File: src/rtl/key_debounce.sv
// key_debounce: multi-channel push-button conditioner for active-low board keys.
// Each channel synchronises its key, qualifies level changes over DEBOUNCE_CYCLES
// stable samples, and emits a registered level, press/release pulses and a toggle.
// Ports:
//   clk         in   rising-edge system clock
//   rst         in   asynchronous active-high reset
//   key_n       in   [N_KEYS] raw keys, 0 = pressed, asynchronous to clk
//   key_level   out  [N_KEYS] debounced state, 1 = pressed
//   key_press   out  [N_KEYS] one-cycle pulse on an accepted press
//   key_release out  [N_KEYS] one-cycle pulse on an accepted release
//   key_toggle  out  [N_KEYS] inverts on every accepted press
module key_debounce #(
    parameter int N_KEYS          = 3,
    parameter int DEBOUNCE_CYCLES = 500000,
    parameter int CNT_W           = 20
) (
    input  logic              clk,
    input  logic              rst,
    input  logic [N_KEYS-1:0] key_n,
    output logic [N_KEYS-1:0] key_level,
    output logic [N_KEYS-1:0] key_press,
    output logic [N_KEYS-1:0] key_release,
    output logic [N_KEYS-1:0] key_toggle
);

    typedef enum logic [1:0] {
        IDLE,
        PRESS_WAIT,
        PRESSED,
        RELEASE_WAIT
    } state_t;

    localparam logic [CNT_W-1:0] CNT_LAST = CNT_W'(DEBOUNCE_CYCLES - 1);
    localparam logic [CNT_W-1:0] CNT_ONE  = CNT_W'(1);

    // Synchroniser flops hold raw key polarity; reset value 1 = not pressed.
    logic [N_KEYS-1:0] sync1_q;
    logic [N_KEYS-1:0] sync2_q;
    logic [N_KEYS-1:0] s;

    always_ff @(posedge clk or posedge rst) begin
        if (rst) begin
            sync1_q <= '1;
            sync2_q <= '1;
        end else begin
            sync1_q <= key_n;
            sync2_q <= sync1_q;
        end
    end

    assign s = ~sync2_q;

    for (genvar i = 0; i < N_KEYS; i++) begin : g_ch
        state_t           state_q, state_d;
        logic [CNT_W-1:0] cnt_q, cnt_d;
        logic             level_q, level_d;
        logic             press_q, press_d;
        logic             release_q, release_d;
        logic             toggle_q, toggle_d;

        always_comb begin
            state_d   = state_q;
            cnt_d     = cnt_q;
            level_d   = level_q;
            toggle_d  = toggle_q;
            press_d   = 1'b0;
            release_d = 1'b0;
            unique case (state_q)
                IDLE: begin
                    if (s[i]) begin
                        state_d = PRESS_WAIT;
                        cnt_d   = CNT_ONE;
                    end else begin
                        cnt_d = '0;
                    end
                end
                PRESS_WAIT: begin
                    if (!s[i]) begin
                        // Bounce: restart qualification from zero.
                        state_d = IDLE;
                        cnt_d   = '0;
                    end else if (cnt_q == CNT_LAST) begin
                        state_d  = PRESSED;
                        cnt_d    = '0;
                        level_d  = 1'b1;
                        press_d  = 1'b1;
                        toggle_d = ~toggle_q;
                    end else begin
                        cnt_d = cnt_q + CNT_ONE;
                    end
                end
                PRESSED: begin
                    if (!s[i]) begin
                        state_d = RELEASE_WAIT;
                        cnt_d   = CNT_ONE;
                    end else begin
                        cnt_d = '0;
                    end
                end
                RELEASE_WAIT: begin
                    if (s[i]) begin
                        state_d = PRESSED;
                        cnt_d   = '0;
                    end else if (cnt_q == CNT_LAST) begin
                        state_d   = IDLE;
                        cnt_d     = '0;
                        level_d   = 1'b0;
                        release_d = 1'b1;
                    end else begin
                        cnt_d = cnt_q + CNT_ONE;
                    end
                end
                default: begin
                    state_d = IDLE;
                    cnt_d   = '0;
                end
            endcase
        end

        always_ff @(posedge clk or posedge rst) begin
            if (rst) begin
                state_q   <= IDLE;
                cnt_q     <= '0;
                level_q   <= 1'b0;
                press_q   <= 1'b0;
                release_q <= 1'b0;
                toggle_q  <= 1'b0;
            end else begin
                state_q   <= state_d;
                cnt_q     <= cnt_d;
                level_q   <= level_d;
                press_q   <= press_d;
                release_q <= release_d;
                toggle_q  <= toggle_d;
            end
        end

        assign key_level[i]   = level_q;
        assign key_press[i]   = press_q;
        assign key_release[i] = release_q;
        assign key_toggle[i]  = toggle_q;
    end

endmodule

File: config.mk
export PLATFORM = sky130hd
export DESIGN_NAME = key_debounce
export DESIGN_NICKNAME = d
export VERILOG_FILES = /design/src/rtl/key_debounce.sv
export SDC_FILE = /design/constraint.sdc
export NUM_CORES = 1
export LEC_CHECK = 0
export CAP_MARGIN = 20
export CORE_ASPECT_RATIO = 0.5
export CORE_MARGIN = 1
export CORE_UTILIZATION = 50
export CTS_BUF_LIST = sky130_fd_sc_hd__clkbuf_4
export DETAILED_ROUTE_END_ITERATION = 8
export PLACE_DENSITY = 0.71
export SKIP_LAST_GASP = 1
export SLEW_MARGIN = 20
export SYNTH_ARGS = -nofsm -noshare
export SYNTH_HDL_FRONTEND = slang
export SYNTH_SLANG_ARGS = --single-unit
File: constraint.sdc
create_clock -name clk -period 3 [get_ports clk]
set_input_delay 0.45 -clock clk [delete_from_list [all_inputs] [get_ports clk]]
set_output_delay 0.45 -clock clk [all_outputs]
set_load 0.01 [all_outputs]
==> results of run 1 <==
==> sequential cells by signal (all words and copies together), names as in the netlist, named ones only <==
register,count
g_ch.cnt_q,60
g_ch.level_q,3
g_ch.press_q,3
g_ch.release_q,3
g_ch.state_q,3
g_ch.toggle_q,3
sync1_q,3
sync2_q,3
==> final cells by class <==
type | count | area (um^2) | share of cell area
clock buffer | 10 | 75.1 | 0.0175
clock inverter | 6 | 31.3 | 0.00728
inverter | 13 | 50.0 | 0.0116
multi-input combinational | 279 | 1710 | 0.398
sequential | 84 | 2110 | 0.491
tap | 108 | 135 | 0.0314
timing repair buffer | 18 | 188 | 0.0437
==> power groups by stage <==
| stage | Clock [W] | Combinational (W) | Sequential [W] |
|---|---|---|---|
| finish | 0.000536 | 0.0000622 | 0.00116 |
| global route | 0.000623 | 0.0000730 | 0.00116 |
| CTS | 0.000563 | 0.0000647 | 0.00116 |
| detailed placement | 0 | 0.0000645 | 0.00118 |
| global placement | 0 | 0.0000620 | 0.00118 |
| floorplan | 0 | 0.0000431 | 0.00118 |
==> cells by family (layout without fill, tap and decap cells) <==
| logic type | Yosys count | after routing |
|---|---|---|
| mux | 1 | 1 |
| flops | 84 | 84 |
| buf+inv | 36 | 47 |
| compound gates | 62 | 62 |
| xor+xnor | 38 | 38 |
| simple gates | 175 | 175 |
| fa+ha+maj | 3 | 3 |
==> how the worst max path moves through the flow <==
stage | to | cells past startpoint | from
6_report | g_ch[1].cnt_q[12] | 5 | g_ch[1].cnt_q[0]
5_1_grt | g_ch[1].cnt_q[14] | 5 | g_ch[1].cnt_q[0]
4_1_cts | g_ch[1].cnt_q[10] | 5 | g_ch[1].cnt_q[0]
3_5_place_dp | g_ch[1].cnt_q[3] | 5 | g_ch[1].cnt_q[0]
3_3_place_gp | g_ch[1].cnt_q[5] | 5 | g_ch[1].cnt_q[0]
2_1_floorplan | asynchronous set/reset pin | 1 | rst
==> routing by layer <==
layer,global-route usage,wire (um),vias to the layer above
li1,-,-,1429
met1,0.222,3190,1421
met2,0.354,3570,42
met3,0.0651,258,9
met4,0.0647,82,0
met5,0,0,-
==> Yosys cell counts, types with 3 or more instances <==
library cell / number / share of area
dfrtp_1: 78 / 0.49
nor2_1: 46 / 0.043
a21oi_1: 24 / 0.030
nand2_1: 22 / 0.021
nand3_1: 20 / 0.025
xnor2_1: 19 / 0.041
xor2_1: 19 / 0.041
o21ai_0: 18 / 0.022
nand4_1: 16 / 0.025
or3_1: 15 / 0.023
inv_1: 13 / 0.012
buf_4: 12 / 0.022
nor4_1: 11 / 0.017
or4_1: 11 / 0.021
o31ai_1: 10 / 0.019
and4_1: 6 / 0.013
dfstp_2: 6 / 0.039
nor3_1: 6 / 0.0075
clkbuf_1: 5 / 0.0047
and3_1: 4 / 0.0062
buf_2: 4 / 0.0050
a21boi_0: 3 / 0.0056
ha_1: 3 / 0.0094
nand3_2: 3 / 0.0075
nor4b_1: 3 / 0.0066
o21bai_1: 3 / 0.0056
or2_2: 3 / 0.0047
==> cells in the final DEF, fill, tap and decap left out, types with 10 or more instances in the layout <==
cell type | Yosys | layout
clkdlybuf4s50_1 | 0 | 16
nand4_1 | 16 | 16
clkbuf_4 | 0 | 10
nand2_1 | 22 | 22
nand3_1 | 20 | 20
nor4_1 | 11 | 11
o21ai_0 | 18 | 18
or3_1 | 15 | 15
o31ai_1 | 10 | 10
or4_1 | 11 | 11
nor2_1 | 46 | 46
xnor2_1 | 19 | 19
dfrtp_1 | 78 | 78
xor2_1 | 19 | 19
inv_1 | 13 | 12
a21oi_1 | 24 | 24
==> worst register-to-register path, cell delays in order, from the launching register on <==
cell and delay [ns]:
dfrtp_1 0.42, ha_1 0.22, and4_1 0.34, nand3_1 0.25
o21ai_2 0.66, nor2_1 0.12
==> per-stage QoR <==
stage                     utilization  instance area, um^2  hold slack [ns]
after floorplan                     -                 4010            0.345
after global placement          0.556                 4190            0.346
after detailed placement        0.556                 4190            0.347
after CTS                       0.570                 4300            0.365
after global routing            0.570                 4300            0.358
final                           0.570                 4300            0.364
==> flow_summary_export.csv, run 1 <==
group,metric,value,unit
die,start_util,0.532,
die,die_area,0.00840,mm^2
clock_network,clkTransAtPathRegs,0.12,ns
route,drt-pass1-iter-count,4,
clock_network,clockRootBuffer,"clkbuf_4",
synth,synth-warning-count,0,
setup_path,r2r_end,"g_ch[1].cnt_q[12]",
place,port_buffers,16,
setup_path,crit_path_max_fanout,19,
global_route,grt_pass1_vias,2885,
layout,fin_nets,413,
layout,drive_gt1_frac,0.0829,
setup_path,startpoint_type,"register",
timing,fin_ws,0.862,ns
global_route,grt_max_degree,45,
synth,synth_compound_area_frac,0.0917,
status,status,"complete, no violations",
synth,yosys_most_used_dff,"dfrtp_1",
synth,yosysUniqueCellTypes,41,
layout,syn2layout_area_growth,7.18,%
power,p_sw,0.000420,W
clock_network,clockBufferDepth,2,
setup_path,worstSetupPathType,"register to register",
min_path,min_from,"sync1_q[2]",
synth,synth-simple-area-share,0.240,
clock_network,clk_latency,0.43,ns
power,clkPwrFrac,0.305,
synth,netlist_area,0.00401,mm^2
min_path,hold_depth,0,
setup_path,cp_top_family,"simple AND/OR/NAND/NOR gates",
route,antenna_left,0,
global_route,grt.total_usage,0.196,
timing,maxSlewViolCount,0,
setup_path,worstPathCellList,"ha_1 > and4_1 > nand3_1 > o21ai_2 > nor2_1",
synth,syn-num-nets,407,
timing,period_share,0.713,
clock_network,holdBufCountCts,0,
synth,synth_cells,399,
timing,finalSetupViolations,0,
global_route,antenna_found_initial,0,
clock_network,cts_setup_buffers,0,
global_route,grt_overflow_total,0,
power,switching_share,0.239,
setup_path,rr_startpoint,"g_ch[1].cnt_q[0]",
min_path,hold_path_end,"sync2_q[2]",
die,core_area,0.00754,mm^2
synth,synth_top_family_by_area,"simple AND/OR/NAND/NOR gates",
layout,n_antenna_cell,0,
die,rows,22,
place,dp_hpwl,4940,um
layout,finalNonFillerCells,518,
route,drc,0,
power,vdd.ir_drop.worst,0.000204,V
power,seqPwrFrac,0.659,
clock_network,numCtsBuffers,9,
setup_path,cp_slowest_cell,"o21ai_2",
power,p_leak,1.65,nW
clock_network,cts_resized,0,
synth,yosysSeqAreaShare,0.526,
timing,tightest_slew,0.804,ns
flow_run,max_cap_violations,0,
layout,nFillCells,675,
synth,avgSynthCellArea,10.1,um^2
place,dp_slack,0.884,ns
synth,muxShareOfSynthArea,0.00250,
route,first_iter_violations,80,
synth,synthAdderAreaFrac,0.00936,
timing,rsz0062_at_grt,"no",
route,wirelength,7110,um
setup_path,max_stage_delay,0.66,ns
clock_network,cts_tree,"yes",
min_path,hold_path_class,"register to register",
die,die_w,129,um
global_route,grt_pass1_wl,12700,um
setup_path,cp_num_buf_inv,0,
synth,synthXorXnorAreaFrac,0.0830,
timing,max_freq,0.468,GHz
place,place.gp.congestion,0.793,
timing,setup_tns,0,ns
timing,min_period,2.14,ns
power,total_power,0.00176,W
synth,synthArstFlopShare,1.00,
die,die_h,65.3,um
setup_path,rrSetupSlack,0.86,ns
route,route.vias.total,2901,
timing,hold_viol,0,
die,ios,17,
clock_network,htreeDepth,3,
route,vias_per_cell,5.60,
clock_network,cts.sinks,84,
timing,fin_skew,0.0149,ns
setup_path,reg2reg_depth,5,
synth,ys_seq_elements,84,
power,power_density,409,mW/mm^2
power,p_int,0.00134,W
place,place_inst,502,
synth,synth_edf_count,0,
setup_path,cp.arrival,2.42,ns
timing,relSlewSlack,0.463,
route,wl_per_cell,13.7,um
setup_path,cp-end-kind,"register",
setup_path,crit_required,3.29,ns
power,comb_power_share,0.035,
(Power assumes the default switching activity.)
==> inputs of run 2 (changes only) <==
--- a/config.mk
+++ b/config.mk
@@ -11,7 +11,7 @@
 export CORE_UTILIZATION = 50
 export CTS_BUF_LIST = sky130_fd_sc_hd__clkbuf_4
 export DETAILED_ROUTE_END_ITERATION = 8
-export PLACE_DENSITY = 0.71
+export PLACE_DENSITY = 0.73
 export SKIP_LAST_GASP = 1
 export SLEW_MARGIN = 20
 export SYNTH_ARGS = -nofsm -noshare
==> constraint.sdc (replaced) <==
create_clock -name clk -period 1.9 [get_ports clk]
set_input_delay 0.285 -clock clk [delete_from_list [all_inputs] [get_ports clk]]
set_output_delay 0.285 -clock clk [all_outputs]
set_load 0.01 [all_outputs]
==> run 2 against run 1 <==
  * Routed wire length increased by 8.5%
  * Worst hold slack worse by 0.13 ns
  * Utilization grew 3.9 points
  * Die area did not move
  * First-iteration DRC count increased by 71%
  * Final cell count grew 5.4%
  * Final area rose by 6.9%
  * Clock skew increased by 0.010 ns
  * Non-clock buffer count grew 29
  * Clock power grew 60%
  * Critical path type unchanged
  * Largest power group unchanged
  * Highest routed layer unchanged
==> flow_summary_export.csv, run 2 (synthesis gave the netlist of run 1 again) <==
group,metric,value,unit
timing,hold_viol,0,
clock_network,htreeDepth,3,
global_route,grt_pass1_wl,13400,um
die,rows,22,
die,start_util,0.532,
global_route,grt_max_degree,85,
power,p_leak,1.80,nW
layout,drive_gt1_frac,0.171,
die,die_h,65.3,um
power,vdd.ir_drop.worst,0.000287,V
timing,period_share,0.983,
timing,relSlewSlack,0.710,
timing,maxSlewViolCount,0,
layout,nFillCells,648,
timing,finalSetupViolations,0,
setup_path,crit_required,2.28,ns
clock_network,clockRootBuffer,"clkbuf_4",
route,route.vias.total,3053,
clock_network,numCtsBuffers,9,
route,first_iter_violations,137,
die,die_area,0.00840,mm^2
die,core_area,0.00754,mm^2
min_path,hold_path_class,"input pin to register",
global_route,grt.total_usage,0.206,
setup_path,cp.arrival,2.25,ns
global_route,grt_overflow_total,0,
layout,n_antenna_cell,0,
timing,tightest_slew,0.435,ns
layout,final_core_util,0.609,
setup_path,cp-end-kind,"register",
die,die_w,129,um
route,antenna_left,0,
layout,syn2layout_area_growth,14.6,%
timing,fin_skew,0.0252,ns
setup_path,rrSetupSlack,0.03,ns
setup_path,worstSetupPathType,"register to register",
route,drc,0,
place,port_buffers,16,
setup_path,crit_path_max_fanout,5,
status,status,"complete, no violations",
timing,hold_ws,0.237,ns
clock_network,clkTransAtPathRegs,0.14,ns
route,drt-pass1-iter-count,4,
power,power_density,609,mW/mm^2
layout,largest_reg_flops,60,
clock_network,clockBufferDepth,2,
route,wirelength,7710,um
layout,fin_nets,442,
place,dp_hpwl,5170,um
timing,max_freq,0.536,GHz
clock_network,clk_latency,0.45,ns
layout,registers.top_by_ff_count,"g_ch.cnt_q",
setup_path,startpoint_type,"register",
place,place.gp.congestion,0.806,
clock_network,cts_tree,"yes",
die,ios,17,
timing,min_period,1.87,ns
route,wl_per_cell,14.1,um
flow_run,max_cap_violations,0,
layout,layout_common_cells,"dfrtp_1, nor2_1, buf_4",
route,vias_per_cell,5.59,
global_route,antenna_found_initial,0,
layout,layout_commonest_cell,"dfrtp_1",
timing,rsz0062_at_grt,"yes",
global_route,grt_pass1_vias,3018,
clock_network,cts.sinks,84,
[run 2: path summary, 6_finish.rpt]
check,end,cells after the start,start
hold reg to reg,sync2_q[0],0,sync1_q[0]
max in group asynchronous,sync1_q[0],3,rst
setup reg to reg,g_ch[2].cnt_q[16],5,g_ch[2].cnt_q[6]
hold / removal,sync1_q[1],1,key_n[1]
setup / recovery,g_ch[2].cnt_q[16],5,g_ch[2].cnt_q[6]
min in group asynchronous,g_ch[2].release_q,3,rst
[run 2: through the flow]
step                      power (W)  cells  setup TNS (ns)  instance area [um^2]  setup WS [ns]
after floorplan             0.00193    399               0                  4010         0.0134
final                       0.00280    546               0                  4590         0.0329
after CTS                   0.00283    541               0                  4490        0.00390
after global placement      0.00196    525               0                  4370         0.0632
after detailed placement    0.00197    525        -0.00507                  4370       -0.00464
after global routing        0.00292    546         -0.0401                  4590        -0.0184
[run 2: cell type report]
class	instances	area, um^2	area share
clock buffers	10	75.1	0.0163
clock inverters	5	30.0	0.00654
inverters	13	52.6	0.0114
multi-input cells	279	1790	0.389
flip-flops and latches	84	2110	0.459
well taps	108	135	0.0294
repair buffers	47	405	0.0882
[run 2: per-layer routing]
metal | up-vias | track usage | part of all wire
li1 | 1481 | - | -
met1 | 1523 | 0.244 | 0.45
met2 | 32 | 0.353 | 0.50
met3 | 17 | 0.0570 | 0.028
met4 | 0 | 0.100 | 0.020
met5 | - | 0 | 0
[run 2: report_power, final]
| group | total [W] | internal [W] | leakage, nW | switching [W] |
|---|---|---|---|---|
| registers | 0.00183 | 0.00181 | 1.14 | 0.0000175 |
| clock network | 0.000858 | 0.000267 | 0.0496 | 0.000591 |
| logic | 0.000112 | 0.0000381 | 0.611 | 0.0000736 |
| total | 0.00280 | 0.00212 | 1.80 | 0.000682 |
[run 2: timing repair]
item | in CTS | in global routing
gates resized for setup | 3 | 11
setup endpoints to repair | 4 | 39
setup buffers | 1 | 5
hold buffers | 0 | 0
pin swaps | 0 | 3
[run 2: critical path, cell delays in order (launching register included)]
cell and delay, ns:
dfrtp_1 0.48, nand3_2 0.11, buf_4 0.16, or3_4 0.40, or4_4 0.50, a21oi_2 0.14
